--- config.mk ---
export PLATFORM = sky130hd
export DESIGN_NAME = fetch_queue_unit
export DESIGN_NICKNAME = d
export VERILOG_FILES = /design/src/rtl/fetch_queue_unit.sv
export SDC_FILE = /design/constraint.sdc
export NUM_CORES = 1
export LEC_CHECK = 0
export CORE_ASPECT_RATIO = 0.5
export CORE_MARGIN = 3
export CORE_UTILIZATION = 63
export CTS_CLUSTER_DIAMETER = 80
export DETAILED_ROUTE_END_ITERATION = 8
export DONT_BUFFER_PORTS = 1
export GPL_TIMING_DRIVEN = 1
export PLACE_DENSITY = 0.82
export SYNTH_ARGS = -nofsm -noshare
export SYNTH_HDL_FRONTEND = slang
export SYNTH_SLANG_ARGS = --single-unit
--- constraint.sdc ---
create_clock -name clk -period 4.07 [get_ports clk]
set_input_delay 0.814 -clock clk [delete_from_list [all_inputs] [get_ports clk]]
set_output_delay 0.814 -clock clk [all_outputs]
set_load 0.05 [all_outputs]
--- src/rtl/fetch_queue_unit.sv ---
// fetch_queue_unit
//   Instruction-fetch front end: PC generation, I_Cache request issue and a
//   DEPTH-entry fetch queue between the 1-cycle synchronous I_Cache read port
//   and the ID stage. Redirects from EX flush the queue and kill in-flight reads.
//
// Parameters
//   XLEN      address/instruction width
//   DEPTH     fetch-queue entries (power of 2, >= 2)
//   RESET_PC  first fetch address after reset (word aligned)
//
// Ports
//   clk, reset            clock (rising edge), synchronous active-high reset
//   halt                  block new fetches (host loading I_Cache)
//   redirect, redirect_pc EX-stage taken branch/jump and its target
//   imem_req, imem_addr   I_Cache read request and byte address
//   imem_rdata            I_Cache read data, valid the cycle after imem_req
//   deq_valid/ready       head-entry handshake with ID
//   deq_pc, deq_instr     presented PC and instruction word
//
// Configuration
//   FETCH_BYPASS_EN  when defined, a response arriving into an empty queue is
//                    presented to ID combinationally in its arrival cycle.

module fetch_queue_unit #(
    parameter int              XLEN     = 32,
    parameter int              DEPTH    = 4,
    parameter logic [XLEN-1:0] RESET_PC = '0
) (
    input  logic            clk,
    input  logic            reset,
    input  logic            halt,
    input  logic            redirect,
    input  logic [XLEN-1:0] redirect_pc,
    output logic            imem_req,
    output logic [XLEN-1:0] imem_addr,
    input  logic [XLEN-1:0] imem_rdata,
    output logic            deq_valid,
    input  logic            deq_ready,
    output logic [XLEN-1:0] deq_pc,
    output logic [XLEN-1:0] deq_instr
);

    localparam int PW = $clog2(DEPTH);
    localparam int CW = PW + 1;
    localparam logic [CW:0] DEPTH_OCC = (CW+1)'(DEPTH);

    logic [XLEN-1:0] pc_q, pc_d;
    logic            inflight_q, inflight_d;
    logic [XLEN-1:0] inflight_pc_q, inflight_pc_d;
    logic [PW-1:0]   head_q, head_d;
    logic [PW-1:0]   tail_q, tail_d;
    logic [CW-1:0]   count_q, count_d;
    logic [XLEN-1:0] hold_pc_q, hold_pc_d;
    logic [XLEN-1:0] hold_instr_q, hold_instr_d;
    logic [XLEN-1:0] q_pc_q    [DEPTH];
    logic [XLEN-1:0] q_pc_d    [DEPTH];
    logic [XLEN-1:0] q_instr_q [DEPTH];
    logic [XLEN-1:0] q_instr_d [DEPTH];

    logic [XLEN-1:0] target_pc;
    logic            rsp_valid;
    logic            q_empty;
    logic            bypass;
    logic            valid_int;
    logic            deq_fire;
    logic            deq_from_q;
    logic            enq;
    logic            issue;
    logic [CW:0]     occ;
    logic [XLEN-1:0] pres_pc;
    logic [XLEN-1:0] pres_instr;
    logic            target_lsb_unused;

    // Branch targets are word aligned; the low bits are dropped.
    assign target_pc         = {redirect_pc[XLEN-1:2], 2'b00};
    assign target_lsb_unused = ^redirect_pc[1:0];

    always_comb begin
        // A response landing in a redirect or reset cycle belongs to the old stream.
        rsp_valid = inflight_q & ~redirect & ~reset;
        q_empty   = (count_q == '0);
`ifdef FETCH_BYPASS_EN
        bypass    = rsp_valid & q_empty;
`else
        bypass    = 1'b0;
`endif
        valid_int  = ~reset & ~redirect & (~q_empty | bypass);
        deq_fire   = valid_int & deq_ready;
        deq_from_q = deq_fire & ~bypass;
        enq        = rsp_valid & ~(bypass & deq_ready);

        pres_pc    = bypass ? inflight_pc_q : q_pc_q[head_q];
        pres_instr = bypass ? imem_rdata    : q_instr_q[head_q];

        // Credit: entries held plus the read in flight, less what leaves this cycle.
        occ   = {1'b0, count_q} + {{CW{1'b0}}, inflight_q} - {{CW{1'b0}}, deq_fire};
        issue = ~reset & ~halt & (redirect | (occ < DEPTH_OCC));

        imem_req  = issue;
        imem_addr = redirect ? target_pc : pc_q;

        deq_valid = valid_int;
        deq_pc    = reset ? '0 : (valid_int ? pres_pc    : hold_pc_q);
        deq_instr = reset ? '0 : (valid_int ? pres_instr : hold_instr_q);
    end

    always_comb begin
        pc_d          = pc_q;
        inflight_d    = issue;
        inflight_pc_d = inflight_pc_q;
        head_d        = head_q;
        tail_d        = tail_q;
        count_d       = count_q;
        hold_pc_d     = hold_pc_q;
        hold_instr_d  = hold_instr_q;
        q_pc_d        = q_pc_q;
        q_instr_d     = q_instr_q;

        if (redirect) begin
            pc_d          = halt ? target_pc : target_pc + XLEN'(4);
            inflight_pc_d = target_pc;
            head_d        = '0;
            tail_d        = '0;
            count_d       = '0;
        end else begin
            if (issue) begin
                pc_d          = pc_q + XLEN'(4);
                inflight_pc_d = pc_q;
            end
            if (enq) begin
                q_pc_d[tail_q]    = inflight_pc_q;
                q_instr_d[tail_q] = imem_rdata;
                tail_d            = tail_q + 1'b1;
            end
            if (deq_from_q) begin
                head_d = head_q + 1'b1;
            end
            count_d = count_q + {{(CW-1){1'b0}}, enq} - {{(CW-1){1'b0}}, deq_from_q};
            if (valid_int) begin
                hold_pc_d    = pres_pc;
                hold_instr_d = pres_instr;
            end
        end
    end

    always_ff @(posedge clk) begin
        if (reset) begin
            pc_q          <= RESET_PC;
            inflight_q    <= 1'b0;
            inflight_pc_q <= '0;
            head_q        <= '0;
            tail_q        <= '0;
            count_q       <= '0;
            hold_pc_q     <= '0;
            hold_instr_q  <= '0;
        end else begin
            pc_q          <= pc_d;
            inflight_q    <= inflight_d;
            inflight_pc_q <= inflight_pc_d;
            head_q        <= head_d;
            tail_q        <= tail_d;
            count_q       <= count_d;
            hold_pc_q     <= hold_pc_d;
            hold_instr_q  <= hold_instr_d;
        end
    end

    // Queue storage needs no reset: count gates every read of it.
    always_ff @(posedge clk) begin
        q_pc_q    <= q_pc_d;
        q_instr_q <= q_instr_d;
    end

endmodule

# After elaboration in Yosys (flattened, before gate mapping)
# Cells that the tools add are included.
# Widths: inputs -> output; s select.
dict set report totals {
  reg_bits 392
  in_bits 69
  out_inout_bits 98
  word_cells 68
}
dict set report classes {
  addsub 8
  magnitude_cmp 4
  mux 20
  bitwise 14
  n_reduce_logical 5
}
# operator n
set op_table {}
lappend op_table {{$mux 32} 15}
lappend op_table {{$bwmux 128} 2}
lappend op_table {{$bmux 32 s2} 2}
lappend op_table {{$add 32x3->32 const B} 2}
lappend op_table {{$demux 32 s2} 1}
lappend op_table {{$and 1x1->1} 7}
lappend op_table {{$ge 3x3->1 const B} 2}
lappend op_table {{$not 2->3} 2}
lappend op_table {{$add 2x1->2 const B} 2}
lappend op_table {{$add 3x1->4} 1}
lappend op_table {{$lt 4x3->1 const B} 1}
lappend op_table {{$not 1->1} 4}
lappend op_table {{$sub 4x1->4} 1}
lappend op_table {{$add 3x1->3} 1}
lappend op_table {{$logic_not 3->1} 1}
lappend op_table {{$lt 3x1->1 const B} 1}
lappend op_table {{$sub 3x1->3} 1}
lappend op_table {{$reduce_and 2->1} 1}
lappend op_table {{$reduce_bool 2->1} 1}
lappend op_table {{$reduce_or 2->1} 1}
lappend op_table {{$logic_and 1x1->1} 1}
lappend op_table {{$or 1x1->1} 1}

# Depth between registers and ports, before layout
# Gate-level depths: netlist (run 1).
dict set report logic_depth {
  depth_word 10
  ltp_mapped 12
  mapped_depth_nobuf 10
}

# Least setup slack after synthesis (run 1)
# No wires, ideal clock.
dict set report synth_timing {
  path_kind {input to output}
  from {in redirect}
  to {out deq_instr[26]}
  arrival_time_ns 3.101
  t_required_ns 3.256
  slack_ns 0.155
  path_stages 7
  path_buffers 2
  cell_sequence {buf_6 nor2_1 nand2_1 inv_1 clkbuf_1 nand2_1 a21oi_1}
}
dict set report synth_between {
  elab_chain_len 5
}
# element line
set synth_lines {}
lappend synth_lines {{start: declaration} 32} ;# input logic redirect,
lappend synth_lines {{$not 1->1 (no source line)} n/a}
lappend synth_lines {{$and 1x1->1 (2 in series)} 87} ;# valid_int = ~reset & ~redirect & (~q_empty | bypass);
lappend synth_lines {{net deq_valid} 37} ;# output logic deq_valid,
lappend synth_lines {{$mux 32} n/a}
lappend synth_lines {{$mux 32} 104} ;# deq_instr = reset ? '0 : (valid_int ? pres_instr : hold_instr_q);
lappend synth_lines {{end: declaration} 40} ;# output logic [XLEN-1:0] deq_instr
# The timed path passes the listed nets, and every way through them passes these cells.

# Final worst setup path (run 1)
dict set report layout_timing {
  from {reg count_q[2]}
  to {out imem_req}
}
dict set report layout_between {
  elab_chain_len 8
  elab_cells_between_ends 9
  cone_classes {add/sub (2); order compare (1); bitwise (5); reduce/logical (1)}
}
# element line
set layout_lines {}
lappend layout_lines {{start: declaration} 52} ;# logic [CW-1:0] count_q, count_d;
lappend layout_lines {{start signal: assignment} 162} ;# count_q <= count_d;
lappend layout_lines {{$logic_not 3->1} 81} ;# q_empty = (count_q == '0);
lappend layout_lines {{$not 1->1} 87}
lappend layout_lines {{$and 1x1->1} 87}
lappend layout_lines {{$and 1x1->1} 88} ;# deq_fire = valid_int & deq_ready;
lappend layout_lines {{$sub 4x1->4 *} 96} ;# occ = {1'b0, count_q} + {{CW{1'b0}}, inflight_q} - {{CW{1'b0}}, deq_fire};
lappend layout_lines {{$lt 4x3->1 *} 97} ;# issue = ~reset & ~halt & (redirect | (occ < DEPTH_OCC));
lappend layout_lines {{$or 1x1->1 *} 97}
lappend layout_lines {{$and 1x1->1 *} 97}
lappend layout_lines {{end: declaration} 34} ;# output logic imem_req,
# Every way passes the cells marked *; elsewhere a longest branch is shown, timed or not.

==> impl_metrics.py, run 1 <==
metrics = {
    "finish": {
        "final_cell_count_no_fill": 1634,
        "multi_input_area_sq_um": 5320,
        "num-fill-cells": 1518,
        "syn2layout_area_growth_pct": 12.4,
        "layout-drive-gt1-share_pct": 18.7,
        "antenna_cells": 0,
        "final_net_count": 1352,
        "regArea_sq_um": 10100,
        "final_util_pct": 73.0,
    },
    "pwr": {
        "pwr_density_cell_nw_per_um2": 443,
        "leakagePower_nw": 5.93,
        "power.total_mw": 7.87,
        "ir_worst_vdd_uv": 247,
    },
    "cts": {
        "cts_resized": 0,
        "holdBufCountCts": 0,
        "clkSinkCount": 380,
        "clock_latency_ps": 590,
        "clockBufferDepth": 3,
        "clkTransAtPathRegs_ps": 70,
        "cts_max_level": 1,
        "clockRootBuffer": "clkbuf_16",
        "cts_made_buffers": 31,
        "post_cts_buffers": 0,
        "cts_tree": "built",
    },
    "setup_path": {
        "r2r-start": "count_q[2]$_SDFF_PP0_",
        "reg2reg_depth": 11,
        "start_kind": "register",
        "cp-end-kind": "primary output",
        "crit_required_ps": 3260,
        "worst-path-max-fanout": 10,
        "cp.arrival_ps": 2910,
        "r2r_slack_ps": 1090,
        "crit_type": "register to primary output",
        "timing.rr.end": "pc_q[14]$_SDFFE_PP0P_",
        "startpoint": "count_q[2]$_SDFF_PP0_",
    },
    "hold_path": {
        "min_to": "q_instr_q[107]$_DFFE_PP_",
        "min_path_cells": 0,
        "worstHoldStart": "imem_rdata[11]",
        "hp-class": "primary input to register",
    },
    "placed_design": {
        "gp_congestion": 0.920,
        "hpwl_microns": 22700,
        "dp_cells": 1576,
        "io_buffers": 0,
    },
    "synthesis": {
        "synthDominantCellAreaShare_pct": 47.2,
        "ys_warn_count": 0,
        "synthArstFlopShare_pct": 0,
        "synthTopCellsByCount": "248 x edfxtp_1, 176 x nand2_1, 164 x a21oi_1, 132 x dfxtp_1, 65 x nor2_1",
        "synth_most_common_cell": "edfxtp_1",
        "yosys.cell_types.count": 56,
        "syn_area_per_cell_sq_um": 12.9,
        "synthTopCellsByArea": "edfxtp_1 47%, dfxtp_1 17%, mux4_2 8.8%",
        "synth_ff_type": "edfxtp_1",
        "synth_seq_cells": 380,
        "synth-seq-area-share_pct": 63.9,
        "yosysTopAreaCell": "edfxtp_1",
        "syn-instance-count": 1228,
        "syn-cell-area_sq_um": 15800,
        "synth-edff-count": 248,
    },
    "die": {
        "die_height_microns": 118,
        "initial_core_util_pct": 64.9,
        "die_area_sq_um": 27100,
        "fp.dieW_microns": 230,
        "fp-row-count": 40,
        "ioPinCount": 167,
        "core-area_sq_um": 24300,
    },
    "route": {
        "finalWirelength_microns": 36300,
        "postRouteAntennaNets": 0,
        "drc": 0,
        "vias": 10316,
        "detail_route.wl_per_cell_microns": 22.2,
        "drt_iter0_drc": 971,
        "drt-pass1-iter-count": 5,
        "drt-vias-per-instance": 6.31,
    },
    "sta": {
        "period_share_pct": 91.5,
        "max_freq_ghz": 0.269,
        "hold_viol": 0,
        "hold_slack_ps": 314,
        "fin_crit_ps": 3720,
        "finalSetupViolations": 0,
        "slew_violations": 0,
        "timing.slew.headroom_pct": 21.0,
        "grt_setup_unrepaired": "false",
        "finClkSkew_ps": 16.8,
        "timing.setup.tns_ps": 0,
        "worstMarginPinSlew_ps": 1180,
    },
    "grt": {
        "antenna_found_initial": 0,
        "grt_overflow": 0,
        "grt_pass1_wl_microns": 56900,
        "grt_start_max_net_pins": 194,
        "grt_util_all_layers_pct": 26.7,
        "grt_pass1_vias": 10144,
    },
    "job": {
        "drv_cap": 0,
    },
    "run_status": {
        "status": "finished clean",
    },
}
-- cell usage in the layout (no fill, tap or decap), types with 23 or more instances in the layout --
cell       count
nand2_1      175
a21oi_1      164
clkbuf_16     31
nor3_1        36
mux4_2        62
edfxtp_1     248
buf_4         87
dfxtp_1      130
nor2_1        65
nand3_1       23
-- area by class of cell --
type	instances	area share (%)
multi-input combinational	748	29.9
timing repair buffer	90	4.02
tap	336	2.37
inverter	22	0.465
clock inverter	21	1.61
sequential	380	56.9
clock buffer	37	4.72
-- through the flow --
stage / instance area [sq um] / worst slack, ps
global route: 17800 / 196
floorplan: 15800 / 155
CTS: 17800 / 378
detailed placement: 16600 / 604
global placement: 16600 / 720
finish: 17800 / 348
-- registers in the layout, indices dropped and copies added, names as in the netlist --
signal,flops
hold_instr_q,32
q_pc_q,120
q_instr_q,128
inflight_q,1
hold_pc_q,32
pc_q,30
head_q,2
inflight_pc_q,30
count_q,3
tail_q,2
-- per-layer routing --
layer	wire (microns)	global-route usage, %	vias to the layer above
met2	17600	43.5	468
met3	3150	6.31	66
met1	14800	36.8	5104
met5	0	0	-
met4	789	6.77	0
li1	-	-	4678
-- logic make-up after synthesis --
| family | count (synthesis) | synth area share [%] |
|---|---|---|
| other cells | 1 | 0.0238 |
| buf+inv | 101 | 2.57 |
| simple gates | 359 | 10.2 |
| xor+xnor | 40 | 2.22 |
| fa+ha+maj | 10 | 0.840 |
| compound gates | 246 | 9.29 |
| flops | 380 | 63.9 |
| mux | 91 | 11.0 |
-- where the power goes --
| part | internal [mW] | switching [mW] | total, mW | leakage [nW] |
|---|---|---|---|---|
| Clock | 1.87 | 1.40 | 3.27 | 0.547 |
| Combinational | 0.113 | 0.241 | 0.354 | 2.04 |
| Sequential | 4.17 | 0.0701 | 4.25 | 3.34 |
| Total | 6.16 | 1.71 | 7.87 | 5.93 |
-- critical path, cell delays in order (launching register included) --
cell     delay [ps]
dfxtp_1         460
inv_1           100
ha_1            360
nor2b_1         250
nand3_1         190
mux2i_4         390
o31ai_1         130
buf_4           210
inv_1            60
buf_4           190
-- worst max path at each step --
stage,end,cells after the start
after floorplan,deq_instr[26],7
after global placement,imem_req,10
after detailed placement,imem_req,10
after CTS,imem_req,9
after global routing,imem_req,9
final,imem_req,9
(Power assumes the default switching activity.)
==> inputs of run 2 (changes only) <==
--- a/config.mk
+++ b/config.mk
@@ -5,6 +5,7 @@
 export SDC_FILE = /design/constraint.sdc
 export NUM_CORES = 1
 export LEC_CHECK = 0
+export CAP_MARGIN = 20
 export CORE_ASPECT_RATIO = 0.5
 export CORE_MARGIN = 3
 export CORE_UTILIZATION = 63
@@ -12,6 +13,7 @@
 export DETAILED_ROUTE_END_ITERATION = 8
 export DONT_BUFFER_PORTS = 1
 export GPL_TIMING_DRIVEN = 1
+export MAX_ROUTING_LAYER = met4
 export PLACE_DENSITY = 0.82
 export SYNTH_ARGS = -nofsm -noshare
 export SYNTH_HDL_FRONTEND = slang
==> run 2 against run 1 <==
Routed wire length down 3.0%. Cell area decreased by 0.71%. Sequential power is essentially flat. Clock skew shrank 4.4 ps. Clock power is 9.8% lower. Non-clock buffer count rose by 4. Register-to-register slack got worse by 70 ps. Die area did not move. Highest routed layer unchanged.
==> impl_metrics.py, run 2 (synthesized netlist as in run 1, its figures left out) <==
metrics = {
    "run_status": {
        "status": "finished clean",
    },
    "die": {
        "fp.dieW_microns": 230,
        "core-area_sq_um": 24300,
        "fp-row-count": 40,
        "initial_core_util_pct": 64.9,
        "ioPinCount": 167,
        "die_area_sq_um": 27100,
        "die_height_microns": 118,
    },
    "placed_design": {
        "place_area_sq_um": 16600,
        "pre_cts_ws_ps": 642,
        "dp_cells": 1580,
        "gp_congestion": 0.932,
        "hpwl_microns": 22600,
        "io_buffers": 0,
    },
    "pwr": {
        "leakagePower_nw": 5.87,
        "ir_worst_vdd_uv": 321,
        "pwr_density_cell_nw_per_um2": 428,
        "power.total_mw": 7.55,
    },
    "grt": {
        "use_met1_pct": 36.5,
        "grt_pass1_wl_microns": 55200,
        "antenna_found_initial": 0,
        "use_met2_pct": 41.2,
        "grt_util_all_layers_pct": 26.7,
        "grt_pass1_vias": 9984,
        "busiest_layer": "met2",
        "grt_overflow": 0,
        "grtUsageMet3_pct": 6.19,
        "grt_start_max_net_pins": 194,
    },
    "hold_path": {
        "hp-class": "primary input to register",
        "worstHoldStart": "imem_rdata[19]",
    },
    "cts": {
        "clockRootBuffer": "clkbuf_16",
        "cts_tree": "built",
        "cts_resized": 0,
        "clkTransAtPathRegs_ps": 80,
        "cts_made_buffers": 30,
        "post_cts_buffers": 0,
        "clkSinkCount": 380,
        "clockBufferDepth": 3,
        "cts_max_level": 1,
        "holdBufCountCts": 0,
        "clock_latency_ps": 570,
    },
    "setup_path": {
        "crit_family": "buffers and inverters",
        "cp_slowest_stage_delay_ps": 480,
        "critPathBufInv": 4,
        "slowest_stage": "dfxtp_1",
        "r2r_slack_ps": 1020,
        "crit_type": "register to primary output",
        "cp-end-kind": "primary output",
        "worst-path-max-fanout": 10,
        "crit_required_ps": 3260,
        "start_kind": "register",
        "cp.arrival_ps": 2900,
        "r2r-start": "count_q[2]$_SDFF_PP0_",
        "cp_cell_sequence": "inv_1 -> ha_1 -> nor2b_1 -> nand3_1 -> mux2i_4 -> o31ai_1 -> buf_4 -> inv_1 -> buf_4",
        "startpoint": "count_q[2]$_SDFF_PP0_",
    },
    "route": {
        "detail_route.wl_per_cell_microns": 21.6,
        "drt-pass1-iter-count": 7,
        "vias": 10133,
        "drt-vias-per-instance": 6.19,
        "drc": 0,
        "finalWirelength_microns": 35300,
        "postRouteAntennaNets": 0,
        "drt_iter0_drc": 937,
    },
    "finish": {
        "antenna_cells": 0,
        "layout_commonest_cell": "edfxtp_1",
        "final_net_count": 1355,
        "syn2layout_area_growth_pct": 11.6,
        "final_area_sq_um": 17600,
        "final_cell_count_no_fill": 1636,
        "regMostFlops": "q_instr_q",
        "layout-drive-gt1-share_pct": 18.9,
        "largest_reg_flops": 128,
        "largestRegisters": "q_instr_q x128, q_pc_q x120",
        "mostFrequentLayoutCells": "248 x edfxtp_1, 175 x nand2_1, 164 x a21oi_1, 130 x dfxtp_1, 93 x buf_4",
    },
    "sta": {
        "max_freq_ghz": 0.269,
        "finClkSkew_ps": 12.3,
        "slew_violations": 0,
        "grt_setup_unrepaired": "false",
        "setup_ws_ps": 355,
        "hold_viol": 0,
        "timing.slew.headroom_pct": 22.6,
        "period_share_pct": 91.3,
        "fin_crit_ps": 3720,
        "worstMarginPinSlew_ps": 1150,
        "timing.setup.tns_ps": 0,
        "finalSetupViolations": 0,
    },
    "job": {
        "drv_cap": 0,
    },
}
run 2: cell types whose count changed in the layout (fill, tap and decap cells not counted), moves of 2 or more:
cell / change
buf_4: +6
clkinv_1: -4
clkinv_2: +4
clkinvlp_4: +4
bufinv_16: -3
clkbuf_1: +3
inv_6: -3
buf_12: -2
clkbuf_8: -2
run 2: report_power, final:
group / leakage, nW / internal, mW / switching (mW)
registers: 3.34 / 4.17 / 0.0693
logic: 2.05 / 0.114 / 0.241
clock network: 0.474 / 1.60 / 1.35
total: 5.87 / 5.88 / 1.66
run 2: layer usage:
layer	share of wire, %	wire length (microns)
met1	43	15000
met2	48	16800
met3	7.6	2690
met4	2.1	757
met5	0	0
run 2: per-stage QoR:
stage	hold WS, ps	utilization, %
3_3_place_gp	446	68.4
4_1_cts	305	72.5
2_1_floorplan	444	-
3_5_place_dp	454	68.4
6_report	332	72.5
5_1_grt	300	72.5
run 2: layout make-up:
cell class              instances  area (sq um)
flip-flops and latches        380         10100
fillers                      1557          6700
multi-input cells             748          5320
clock buffers                  37           797
repair buffers                 94           718
well taps                     336           420
clock inverters                19           196
inverters                      22          82.6
run 2: path summary, 6_finish.rpt:
kind                                                       to  depth (start not counted)
worst max register to register          pc_q[14]$_SDFFE_PP0P_                         11
worst max-delay path                                 imem_req                          9
worst min-delay path                 q_instr_q[115]$_DFFE_PP_                          0
worst min register to register  hold_instr_q[17]$_SDFFE_PP0N_                          2
==> inputs of run 3 (changes only) <==
==> config.mk (replaced) <==
export PLATFORM = sky130hd
export DESIGN_NAME = fetch_queue_unit
export DESIGN_NICKNAME = d
export VERILOG_FILES = /design/src/rtl/fetch_queue_unit.sv
export SDC_FILE = /design/constraint.sdc
export NUM_CORES = 1
export LEC_CHECK = 0
export CORE_ASPECT_RATIO = 0.5
export CORE_MARGIN = 3
export CORE_UTILIZATION = 57
export CTS_CLUSTER_DIAMETER = 80
export DETAILED_ROUTE_END_ITERATION = 8
export DONT_BUFFER_PORTS = 1
export MAX_ROUTING_LAYER = met4
export PLACE_DENSITY = 0.78
export SYNTH_ARGS = -nofsm -noshare
export SYNTH_HDL_FRONTEND = slang
export SYNTH_SLANG_ARGS = --single-unit
==> constraint.sdc (replaced) <==
create_clock -name clk -period 3.05 [get_ports clk]
set_input_delay 0.61 -clock clk [delete_from_list [all_inputs] [get_ports clk]]
set_output_delay 0.61 -clock clk [all_outputs]
set_load 0.05 [all_outputs]
==> run 3 against run 2 <==
Routed wire length increased by 5.6%. Clock power is 38% higher. Register-to-register slack got worse by 720 ps. Worst hold slack worse by 200 ps. First-iteration DRC count down 18%. Power up 36%. Cell area is 9.6% higher. Clock skew about the same. Global-route usage decreased by 0.83 points. Critical path depth unchanged. Via count increased by 1.8%. Critical endpoint unchanged.
==> impl_metrics.py, run 3 (synthesized netlist as in run 1, its figures left out) <==
metrics = {
    "run_status": {
        "status": "finished clean",
    },
    "sta": {
        "worstMarginPinSlew_ps": 609,
        "timing.slew.headroom_pct": 59.3,
        "max_freq_ghz": 0.328,
        "hold_viol": 0,
        "grt_setup_unrepaired": "true",
        "finalSetupViolations": 0,
        "period_share_pct": 99.9,
        "finClkSkew_ps": 12.1,
        "timing.setup.tns_ps": 0,
        "slew_violations": 0,
        "fin_crit_ps": 3050,
    },
    "route": {
        "drc": 0,
        "postRouteAntennaNets": 0,
        "drt-pass1-iter-count": 5,
        "drt_iter0_drc": 766,
        "drt-vias-per-instance": 6.11,
        "finalWirelength_microns": 37200,
        "vias": 10320,
        "detail_route.wl_per_cell_microns": 22.0,
    },
    "finish": {
        "multi_input_area_sq_um": 5830,
        "antenna_cells": 0,
        "syn2layout_area_growth_pct": 22.3,
        "layout-drive-gt1-share_pct": 25.1,
        "final_util_pct": 71.9,
        "largestRegisters": "q_instr_q x128, q_pc_q x120",
        "layout_commonest_cell": "edfxtp_1",
        "final_net_count": 1368,
        "regArea_sq_um": 10100,
        "regMostFlops": "q_instr_q",
        "mostFrequentLayoutCells": "248 x edfxtp_1, 175 x nand2_1, 128 x dfxtp_1, 102 x a21oi_1, 79 x buf_12",
        "largest_reg_flops": 128,
        "final_cell_count_no_fill": 1688,
        "final_area_sq_um": 19300,
        "num-fill-cells": 1685,
    },
    "cts": {
        "cts_tree": "built",
        "clock_latency_ps": 570,
        "clockBufferDepth": 3,
        "cts_made_buffers": 31,
        "cts_max_level": 1,
        "clkSinkCount": 380,
        "clockRootBuffer": "clkbuf_16",
        "clkTransAtPathRegs_ps": 80,
    },
    "setup_path": {
        "start_kind": "register",
        "worst-path-max-fanout": 6,
        "crit_required_ps": 2440,
        "cp-end-kind": "primary output",
        "reg2reg_depth": 12,
        "crit_type": "register to primary output",
        "cp.arrival_ps": 2440,
        "r2r_slack_ps": 300,
    },
    "pwr": {
        "leakagePower_nw": 6.19,
        "ir_worst_vdd_uv": 533,
        "pwr_density_cell_nw_per_um2": 531,
    },
    "hold_path": {
        "min_path_cells": 0,
        "hp-class": "primary input to register",
    },
    "grt": {
        "grt_start_max_net_pins": 194,
        "grt_pass1_vias": 10380,
        "grt_util_all_layers_pct": 25.8,
        "grt_pass1_wl_microns": 58100,
        "antenna_found_initial": 0,
        "grt_overflow": 0,
    },
    "die": {
        "ioPinCount": 167,
        "core-area_sq_um": 26900,
        "fp-row-count": 42,
        "fp.dieW_microns": 241,
        "initial_core_util_pct": 58.8,
        "die_area_sq_um": 29900,
        "die_height_microns": 124,
    },
    "placed_design": {
        "io_buffers": 0,
        "place_area_sq_um": 18200,
        "hpwl_microns": 23500,
        "gp_congestion": 0.944,
        "dp_cells": 1626,
    },
    "job": {
        "drv_cap": 0,
    },
}
## run 3: changes by cell type in the layout (fill, tap and decap cells not counted), sizes merged
cell	previous run	this run
buf	94	106
clkbuf	37	40
clkinv	9	10
clkinvlp	6	3
inv	23	24
## run 3: through the flow
stage / total power [mW] / hold slack (ps) / setup WS (ps)
after floorplan: 6.20 / 452 / -152
after global placement: 6.27 / 454 / 70.1
after detailed placement: 6.30 / 469 / -5.90
after CTS: 10.3 / 111 / 11.0
after global routing: 10.5 / 103 / -59.1
final: 10.3 / 134 / 2.92
## run 3: worst max-delay path, stage by stage, from the launching register on
cell and delay, ps:
dfxtp_4 390, nor2_1 70, nor2_1 90, nand2_1 110, ha_4 300, a211oi_2 70
nand3b_1 210, nand3_4 140, o31ai_4 350, inv_4 140
## run 3: layer usage
| layer | up-vias | routed length, microns | GRT usage (%) |
|---|---|---|---|
| li1 | 4710 | - | - |
| met1 | 5231 | 15900 | 34.7 |
| met2 | 325 | 18400 | 42.2 |
| met3 | 54 | 2160 | 4.40 |
| met4 | 0 | 796 | 5.74 |
| met5 | - | 0 | - |
## run 3: path summary, 6_finish.rpt
| kind | start | endpoint |
|---|---|---|
| worst min register to register | hold_pc_q[1]$_SDFFE_PP0N_ | hold_pc_q[1]$_SDFFE_PP0N_ |
| worst max register to register | count_q[2]$_SDFF_PP0_ | pc_q[23]$_SDFFE_PP0P_ |
| worst max-delay path | count_q[2]$_SDFF_PP0_ | imem_req |
| worst min-delay path | imem_rdata[31] | q_instr_q[31]$_DFFE_PP_ |
## run 3: final cells by class
class                           count  share of cell area (%)
Timing Repair Buffer              106                    9.24
Multi-Input combinational cell    748                    30.2
Sequential cell                   380                    52.3
Tap cell                          374                    2.42
Clock buffer                       40                    4.40
Inverter                           22                   0.453
Clock inverter                     18                   0.965
## run 3: power breakdown
part | switching, mW | internal, mW
clock network | 1.83 | 2.24
logic | 0.331 | 0.191
registers | 0.0955 | 5.57
## run 3: what timing repair did
action | CTS | global route
setup endpoints to repair | 2 | 10
buffers inserted | 3 | 1
hold buffers | 0 | 0
hold endpoints to repair | 0 | 0
resized for setup | 9 | 4
pin swaps | 3 | 3
==> edit, RTL diff (flow settings as in run 1) <==
`hold_pc_q` and `hold_instr_q` no longer have a reset.
--- a/src/rtl/fetch_queue_unit.sv
+++ b/src/rtl/fetch_queue_unit.sv
@@ -153,4 +153,2 @@
             count_q       <= '0;
-            hold_pc_q     <= '0;
-            hold_instr_q  <= '0;
         end else begin
@@ -162,5 +160,8 @@
             count_q       <= count_d;
-            hold_pc_q     <= hold_pc_d;
-            hold_instr_q  <= hold_instr_d;
         end
+    end
+
+    always_ff @(posedge clk) begin
+        hold_pc_q    <= hold_pc_d;
+        hold_instr_q <= hold_instr_d;
     end
Behaviour: not the same (a bounded check fails within 10 cycles, from zero or initial values and one cycle with reset high; the reset may be asserted at any time).
==> edit against run 1 <==
Design area grew 3.6%; wire length shrank 2.0%; power grew 1.4%; area after synthesis grew 5.2%; first-iteration DRC count shrank 13%; sequential cell count is the same; worst setup slack gained 0.15 ns; critical endpoint unchanged.
==> edit: results (changes against run 1) <==
| Metric | Value |
|---|---|
| Status | finished clean (unchanged) |
| Total of warnings raised by yosys | 0 (unchanged) |
| Design Area, Final | 0.0184 mm2 (was 0.0178 mm2) |
| Largest regs | q_instr_q (128), q_pc_q (120) (unchanged) |
| Ys async rst share | 0% (unchanged) |
| Gr usage total | 25.3% (was 26.7%) |
| Netlist cell types | 73 (was 56) |
| Initial DRC count | 846 (was 971) |
| Final net count | 1206 (was 1352) |
| Placed cell count | 1438 (was 1576) |
| Clk buf depth | 3 (unchanged) |
| Number of global-route vias before repair | 9868 (was 10144) |
| DRT Pass-1 Iters | 5 (unchanged) |
| Area post-placement | 0.0174 mm2 (was 0.0166 mm2) |
| H-tree depth | 1 (unchanged) |
| Worst Skew | 0.0159 ns (was 0.0168 ns) |
| Leakage power | 6.09 nW (was 5.93 nW) |
| IO buf count | 0 (unchanged) |
| Layout Cells excl Fill | 1495 (was 1634) |
| CP Max Fanout | 6 (was 10) |
| First-pass GRT wire length | 56200 um (was 56900 um) |
| Delay-heaviest family, CP | compound AO/OA/AOI/OAI gates (was buffers and inverters) |
| Via density | 6.32 (was 6.31) |
| CP max stage delay | 0.45 ns |
| Worst vdd ir | 293 uV (was 247 uV) |
| Global-route met2 utilization | 42.5% (was 43.5%) |
| Largest net degree at the start of global routing | 129 (was 194) |
| Share of layout cells above drive strength 1 | 27.1% (was 18.7%) |
| Clock-pin slew on the worst setup and hold paths | 0.07 ns (about the same) |
| Hold Crit Class | in -> reg (unchanged) |
| TritonCTS Buffers | 31 (unchanged) |
| Fillers | 1574 (was 1518) |
| Commonest cells post-synth | 312 x edfxtp_1, 83 x mux2_2, 72 x nor2b_1 (was 248 x edfxtp_1, 176 x nand2_1, 164 x a21oi_1) |
| Met3 usage | 5.15% (was 6.31%) |
| RePlAce Congestion | 0.876 (was 0.920) |
| Sequential share of the synthesized area | 64.6% (was 63.9%) |
| Grt met1 use | 34.4% (was 36.8%) |
| Post-synth EDFFs | 312 (was 248) |
| Avg Inst Size Synth | 15.4 um2 (was 12.9 um2) |
| # Post-CTS Setup Buffers | 0 (unchanged) |
| Resized Gates After CTS | 0 (unchanged) |
| Slowest-stage cell, CP | dfxtp_1 (unchanged) |
| Antenna diodes | 0 (unchanged) |
| Synth area leaders | edfxtp_1 56%, mux4_2 8.4%, dfxtp_1 8.2%, mux2_2 5.6%, nor2b_1 2.7% (was edfxtp_1 47%, dfxtp_1 17%, mux4_2 8.8%, a21oi_1 5.2%, nand2_1 4.2%) |
| Slew headroom | 32.4% (was 21.0%) |
| Post-DP HPWL | 21600 um (was 22700 um) |
| Root buf cell | clkbuf_16 (unchanged) |
| Initial antenna violation count | 0 (unchanged) |
| Clock latency at the later pin of the worst-skew pair | 0.57 ns (was 0.59 ns) |
| Arrival time at the worst endpoint | 2.76 ns (was 2.91 ns) |
| Worst slack, placed | 0.564 ns (was 0.604 ns) |
| Wire length per cell | 23.8 um (was 22.2 um) |
## edit: layout make-up
type	instances	share of cell area, %
flip-flops and latches	380	58.4
multi-input cells	619	30.0
clock buffers	34	4.28
repair buffers	83	3.66
well taps	344	2.34
clock inverters	23	1.10
inverters	12	0.259
## edit: worst paths after layout
path / slack (ns) / end / depth (start not counted) / startpoint
setup / recovery: 0.50 / imem_req / 9 / count_q[2]
hold / removal: 0.33 / q_instr_q[62] / 0 / imem_rdata[30]
setup reg to reg: 1.12 / pc_q[14] / 11 / count_q[2]
hold reg to reg: 0.51 / q_pc_q[76] / 0 / inflight_pc_q[12]
## edit: where the power goes
part	switching, mW	leakage [nW]	total [mW]	internal (mW)
Sequential	0.0792	3.44	4.40	4.32
Clock	1.38	0.486	2.97	1.59
Combinational	0.416	2.17	0.614	0.198
Total	1.87	6.09	7.98	6.11
## edit: routing by layer
layer	up-vias	share of wire [%]
met2	348	49
met5	-	0
li1	4236	-
met1	4785	42
met4	0	2.5
met3	77	6.4
## edit: cells by family (layout without fill, tap and decap cells)
| family | count (synthesis) | after routing | synth area share [%] |
|---|---|---|---|
| xor gates and xnor gates | 46 | 46 | 2.43 |
| adders and majority gates | 10 | 10 | 0.798 |
| AOI/OAI and AO/OA | 124 | 124 | 5.83 |
| and+or+nand+nor | 286 | 286 | 9.47 |
| buffers and inverters | 82 | 152 | 2.43 |
| other | 1 | 2 | 0.0226 |
| DFF | 380 | 380 | 64.6 |
| muxes | 151 | 151 | 14.4 |
